==> src/rtl/pc_pkg.sv <==
// Shared types and constants for the PC update stage.
package pc_pkg;

  typedef enum logic [1:0] {
    BR_EQ  = 2'd0,
    BR_NE  = 2'd1,
    BR_LEZ = 2'd2,
    BR_GT  = 2'd3
  } branch_type_e;

  typedef enum logic {
    PC_RUN = 1'b0,
    PC_EXC = 1'b1
  } pc_state_e;

  localparam logic [1:0]  CAUSE_MISALIGN     = 2'd3;
  localparam logic [31:0] DEFAULT_EXC_VECTOR = 32'h0000_0080;

endpackage

==> src/rtl/pc_update_unit_if.sv <==
// Control/data bundle between the control unit, the PC-source selector and the PC stage.
interface pc_update_unit_if;
  import pc_pkg::*;

  logic [31:0] pc_next;
  logic        pc_write;
  logic        pc_write_cond;
  logic [1:0]  branch_type;
  logic        zero;
  logic        neg;
  logic        exc_in;
  logic [1:0]  exc_code_in;
  logic [31:0] pc;
  logic [31:0] epc;
  logic [1:0]  cause;
  logic        in_exc;
  logic        pc_loaded;

  modport master (
    output pc_next, pc_write, pc_write_cond, branch_type, zero, neg, exc_in, exc_code_in,
    input  pc, epc, cause, in_exc, pc_loaded
  );

  modport slave (
    input  pc_next, pc_write, pc_write_cond, branch_type, zero, neg, exc_in, exc_code_in,
    output pc, epc, cause, in_exc, pc_loaded
  );
endinterface

==> src/rtl/branch_cond_eval.sv <==
// Combinational branch condition from the ALU flags.
module branch_cond_eval
  import pc_pkg::*;
(
  input  branch_type_e branch_type,
  input  logic         zero,
  input  logic         neg,
  output logic         cond_true
);
  always_comb begin
    cond_true = 1'b0;
    unique case (branch_type)
      BR_EQ:  cond_true = zero;
      BR_NE:  cond_true = !zero;
      BR_LEZ: cond_true = zero | neg;
      BR_GT:  cond_true = !zero & !neg;
      default: cond_true = 1'b0;
    endcase
  end
endmodule

==> src/rtl/pc_update_unit.sv <==
// PC register stage: resolves write strobes, traps misaligned targets and
// external exceptions, and holds in EXC for a fixed number of cycles.
module pc_update_unit
  import pc_pkg::*;
#(
  parameter logic [31:0] RESET_PC         = 32'h0000_0000,
  parameter logic [31:0] EXC_VECTOR       = DEFAULT_EXC_VECTOR,
  parameter int unsigned EXC_ENTRY_CYCLES = 2
) (
  input logic             clk,
  input logic             reset,
  pc_update_unit_if.slave bus
);
  localparam int unsigned     CNT_W    = (EXC_ENTRY_CYCLES > 1) ? $clog2(EXC_ENTRY_CYCLES) : 1;
  localparam logic [CNT_W-1:0] CNT_INIT = CNT_W'(EXC_ENTRY_CYCLES - 1);

  pc_state_e        state;
  logic [CNT_W-1:0] cnt;
  logic [31:0]      pc_q;
  logic [31:0]      epc_q;
  logic [1:0]       cause_q;
  logic             in_exc_q;
  logic             loaded_q;

  logic cond_true;
  logic we;
  logic mis;
  logic take_exc;
  logic pc_en;

  branch_cond_eval u_cond (
    .branch_type (branch_type_e'(bus.branch_type)),
    .zero        (bus.zero),
    .neg         (bus.neg),
    .cond_true   (cond_true)
  );

  assign we       = bus.pc_write | (bus.pc_write_cond & cond_true);
  assign mis      = we & (bus.pc_next[1:0] != 2'b00);
  assign take_exc = (state == PC_RUN) & (bus.exc_in | mis);
  // Exception entry reloads pc even if it already holds the vector.
  assign pc_en    = (state == PC_RUN) & (bus.exc_in | we);

  always_ff @(posedge clk) begin
    if (reset) begin
      state    <= PC_RUN;
      cnt      <= '0;
      pc_q     <= RESET_PC;
      epc_q    <= '0;
      cause_q  <= '0;
      in_exc_q <= 1'b0;
      loaded_q <= 1'b0;
    end else begin
      loaded_q <= pc_en;
      case (state)
        PC_RUN: begin
          if (take_exc) begin
            epc_q    <= pc_q;
            cause_q  <= bus.exc_in ? bus.exc_code_in : CAUSE_MISALIGN;
            pc_q     <= EXC_VECTOR;
            state    <= PC_EXC;
            in_exc_q <= 1'b1;
            cnt      <= CNT_INIT;
          end else if (we) begin
            pc_q <= bus.pc_next;
          end
        end
        PC_EXC: begin
          if (cnt == '0) begin
            state    <= PC_RUN;
            in_exc_q <= 1'b0;
          end else begin
            cnt <= cnt - CNT_W'(1);
          end
        end
        default: begin
          state    <= PC_RUN;
          in_exc_q <= 1'b0;
        end
      endcase
    end
  end

  assign bus.pc        = pc_q;
  assign bus.epc       = epc_q;
  assign bus.cause     = cause_q;
  assign bus.in_exc    = in_exc_q;
  assign bus.pc_loaded = loaded_q;

endmodule
==> src/flat_wrapper.sv <==
// flat-port wrapper written by rule: the top's interface ports become plain ports
module pc_update_unit_flat import pc_pkg::*;
#(
  parameter logic [31:0] RESET_PC         = 32'h0000_0000,
  parameter logic [31:0] EXC_VECTOR       = DEFAULT_EXC_VECTOR,
  parameter int unsigned EXC_ENTRY_CYCLES = 2
)
  (clk, reset, bus_pc_next, bus_pc_write, bus_pc_write_cond, bus_branch_type, bus_zero, bus_neg, bus_exc_in, bus_exc_code_in, bus_pc, bus_epc, bus_cause, bus_in_exc, bus_pc_loaded);
  pc_update_unit_if bus_i ();
  input logic clk;
  input logic reset;
  input wire logic [$bits(bus_i.pc_next)-1:0] bus_pc_next;
  input wire logic [$bits(bus_i.pc_write)-1:0] bus_pc_write;
  input wire logic [$bits(bus_i.pc_write_cond)-1:0] bus_pc_write_cond;
  input wire logic [$bits(bus_i.branch_type)-1:0] bus_branch_type;
  input wire logic [$bits(bus_i.zero)-1:0] bus_zero;
  input wire logic [$bits(bus_i.neg)-1:0] bus_neg;
  input wire logic [$bits(bus_i.exc_in)-1:0] bus_exc_in;
  input wire logic [$bits(bus_i.exc_code_in)-1:0] bus_exc_code_in;
  output wire logic [$bits(bus_i.pc)-1:0] bus_pc;
  output wire logic [$bits(bus_i.epc)-1:0] bus_epc;
  output wire logic [$bits(bus_i.cause)-1:0] bus_cause;
  output wire logic [$bits(bus_i.in_exc)-1:0] bus_in_exc;
  output wire logic [$bits(bus_i.pc_loaded)-1:0] bus_pc_loaded;
  assign bus_i.pc_next = bus_pc_next;
  assign bus_i.pc_write = bus_pc_write;
  assign bus_i.pc_write_cond = bus_pc_write_cond;
  assign bus_i.branch_type = bus_branch_type;
  assign bus_i.zero = bus_zero;
  assign bus_i.neg = bus_neg;
  assign bus_i.exc_in = bus_exc_in;
  assign bus_i.exc_code_in = bus_exc_code_in;
  assign bus_pc = bus_i.pc;
  assign bus_epc = bus_i.epc;
  assign bus_cause = bus_i.cause;
  assign bus_in_exc = bus_i.in_exc;
  assign bus_pc_loaded = bus_i.pc_loaded;
  pc_update_unit #(.RESET_PC(RESET_PC), .EXC_VECTOR(EXC_VECTOR), .EXC_ENTRY_CYCLES(EXC_ENTRY_CYCLES)) u_core (.clk(clk), .reset(reset), .bus(bus_i));
endmodule
==> config.mk <==
export PLATFORM = sky130hd
export DESIGN_NAME = pc_update_unit_flat
export DESIGN_NICKNAME = d
export VERILOG_FILES = /design/src/rtl/pc_pkg.sv /design/src/rtl/pc_update_unit_if.sv /design/src/rtl/branch_cond_eval.sv /design/src/rtl/pc_update_unit.sv /design/src/flat_wrapper.sv
export SDC_FILE = /design/constraint.sdc
export NUM_CORES = 1
export LEC_CHECK = 0
export CAP_MARGIN = 20
export CORE_ASPECT_RATIO = 1.5
export CORE_MARGIN = 8
export CORE_UTILIZATION = 45
export DETAILED_ROUTE_END_ITERATION = 10
export DONT_BUFFER_PORTS = 1
export PLACE_DENSITY_LB_ADDON = 0.3
export SETUP_SLACK_MARGIN = 0.15
export SLEW_MARGIN = 10
export SYNTH_ARGS = -nofsm -noshare
export SYNTH_HDL_FRONTEND = slang
export SYNTH_SLANG_ARGS = --single-unit
==> constraint.sdc <==
create_clock -name clk -period 4 [get_ports clk]
set_clock_uncertainty 0.05 [all_clocks]
set_input_delay 0.8 -clock clk [delete_from_list [all_inputs] [get_ports clk]]
set_output_delay 0.8 -clock clk [all_outputs]
set_load 0.02 [all_outputs]
==> flow_metrics.env <==
export IMPL_num_fill_cells=590
export IMPL_dp_hpwl_mm=5.180
export IMPL_cp_data_required_time_ns=4.19
export IMPL_critPathSlowestCell="mux2i_2"
export IMPL_ys_flop_type="dfxtp_1"
export IMPL_place_area_um2=2805
export IMPL_peakVddDrop_mv=0.1648
export IMPL_p_leak_nw=1.043
export IMPL_cts_buffers=9
export IMPL_worst_setup_path_end_kind="flip-flop"
export IMPL_clk_pin_slew_worst_paths_ns=0.07
export IMPL_io_pin_count=111
export IMPL_relSlewSlack_pct=32.51
export IMPL_synth_area_leaders="dfxtp_1 (50%), mux2i_1 (12%), nand2_1 (8.8%)"
export IMPL_portBuffers=0
export IMPL_ant_nets=0
export IMPL_numClockSinks=70
export IMPL_synth_seq_cells=70
export IMPL_wire_per_inst_um=19.82
export IMPL_tightest_slew_ns=1.012
export IMPL_grt_usage_pct=16.15
export IMPL_post_cts_resized=0
export IMPL_vias=2122
export IMPL_fin_ws_ns=1.884
export IMPL_htree_levels=3
export IMPL_yosys_top_cells_count="dfxtp_1 (70), nand2_1 (65), mux2i_1 (32)"
export IMPL_synthArstFlopShare_pct=0
export IMPL_grt_pass1_wl_mm=11.31
export IMPL_finalPower_mw=1.378
export IMPL_maxCapViolations=0
export IMPL_clk_path_buf_depth=2
export IMPL_synth_edf_count=0
export IMPL_ys_seq_area_share_pct=50.41
export IMPL_drv_slew=0
export IMPL_fin_cells=367
export IMPL_rows=35
export IMPL_clock_latency_ns=0.33
export IMPL_p_per_area_nw_per_um2=459.4
export IMPL_register_area_um2=1401
export IMPL_setup_tns_ns=0
export IMPL_synth_most_common_cell="dfxtp_1"
export IMPL_drc=0
export IMPL_synth_top_area_share_pct=50.41
export IMPL_ys_types=30
export IMPL_grt_max_degree=68
export IMPL_hp_class="flip-flop to flip-flop"
export IMPL_fin_nets=333
export IMPL_start_util_pct=46.00
export IMPL_cts_setup_buffers=0
export IMPL_multiInputGateArea_um2=1274
export IMPL_fin_hold_ws_ns=0.4335
export IMPL_critPathMaxStageDelay_ns=0.80
export IMPL_synth_nets=340
export IMPL_stdcell_area_um2=2999
export IMPL_crit_arrival_ns=2.31
export IMPL_drt_first_iter_violations=104
export IMPL_first_pass_iters=4
export IMPL_crit_path_start_kind="primary input"
export IMPL_grt_pass1_vias=2010
export IMPL_chipHeight_um=112.3
export IMPL_die_area_um2=9001
export IMPL_grt_overflow=0
export IMPL_status="completed"
export IMPL_synth_area_um2=2780
export IMPL_post_place_cells=352
export IMPL_timing_hold_violations_final=0
export IMPL_crit_fanout=18
export IMPL_antenna_found_initial=0
export IMPL_area_delta_synth_final_pct=7.876
export IMPL_synth_cells=297
export IMPL_antennaDiodeCount=0
export IMPL_cts_tree="yes"
export IMPL_synth_top_area_cell="dfxtp_1"
export IMPL_cp_buffers_inverters=0
export IMPL_finalWirelength_mm=7.274
export IMPL_drive_gt1_share_pct=9.556
export IMPL_fin_crit_sh_pct=52.91
export IMPL_worstSetupPathType="primary input to flip-flop"
export IMPL_ys_warn_count=0
export IMPL_max_freq_mhz=472.5
export IMPL_core_area_um2=6043
export IMPL_die_x_um=80.18
export IMPL_hold_buffers=0
export IMPL_rsz0062_at_grt="false"
export IMPL_cts_root_buffer="clkbuf_8"
export IMPL_fin_util_pct=49.63
export IMPL_setup_violations=0
export IMPL_fin_crit_ns=2.116
export IMPL_path_cells="a21oi_2, mux2i_2, a2111oi_0, nor3_1"
export IMPL_vias_per_cell=5.782
export IMPL_post_place_ws_ns=1.509
export IMPL_crit_family="multiplexers"
export IMPL_syn_avg_cell_area_um2=9.361
export IMPL_gp_congestion=0.7236
[where the power goes]
part	leakage (nW)	internal (mW)	total [mW]	switching, mW
sequential	0.567	0.714	0.747	0.0335
clock	0.0914	0.268	0.502	0.233
combinational	0.384	0.0458	0.129	0.0828
[kinds of logic after synthesis]
logic type	Yosys count	synth area share, %
AND/OR/NAND/NOR	109	17.55
flip-flops	70	50.40
AO/OA/AOI/OAI	58	14.76
multiplexers	34	12.56
buffers and inverters	25	4.411
XOR/XNOR	1	0.3151
[final timing paths]
check                           slack (ns)                             to  depth (start not counted)                     from
worst min register to register        0.43        u_core.cnt$_SDFFE_PP0P_                          1  u_core.cnt$_SDFFE_PP0P_
worst max-delay path                  1.88  u_core.bus.pc[7]$_SDFFE_PP0P_                          4       bus_branch_type[1]
worst min-delay path                  0.43        u_core.cnt$_SDFFE_PP0P_                          1  u_core.cnt$_SDFFE_PP0P_
worst max register to register        2.01  u_core.bus.pc[7]$_SDFFE_PP0P_                          4  u_core.state$_SDFF_PP0_
[metal layers]
| metal | wire, um | global-route usage, % | vias up |
|---|---|---|---|
| met5 | 0 | 0 | - |
| met4 | 140 | 6.829 | 0 |
| met3 | 681 | 7.280 | 8 |
| met2 | 3694 | 25.66 | 81 |
| met1 | 2758 | 17.95 | 998 |
| li1 | - | - | 1035 |
[cell type report]
class	instances	area share [%]
clock inverter	1	0.1669
clock buffer	13	5.632
inverter	2	0.2503
timing repair buffer	5	1.669
sequential	70	46.72
multi-input combinational	202	42.47
tap	74	3.087
[placed cells by master, fill, tap and decap left out, drive strengths merged]
| master | n |
|---|---|
| o21ai | 1 |
| o21a | 4 |
| o211ai | 16 |
| mux2i | 33 |
| dfxtp | 70 |
| clkbuf | 13 |
| nand3 | 30 |
| nand4 | 1 |
| nand2 | 65 |
| nor3 | 3 |
| o221a | 2 |
| o2bb2ai | 13 |
| inv | 2 |
| a2111oi | 1 |
| a21oi | 20 |
| or2 | 1 |
| nor2 | 4 |
| mux2 | 1 |
| buf | 5 |
| and3b | 1 |
| nor3b | 1 |
| clkinv | 1 |
| a31oi | 1 |
| and2 | 2 |
| nand4bb | 1 |
| xnor2 | 1 |
[state kept, by name, indices dropped and copies added, names as in the netlist]
| register | count |
|---|---|
| u_core.bus.epc | 32 |
| u_core.bus.pc | 32 |
| u_core.bus.cause | 2 |
| u_core.bus.in_exc | 1 |
| u_core.bus.pc_loaded | 1 |
| u_core.cnt | 1 |
| u_core.state | 1 |
No activity file was read; power rests on OpenSTA's default activity.
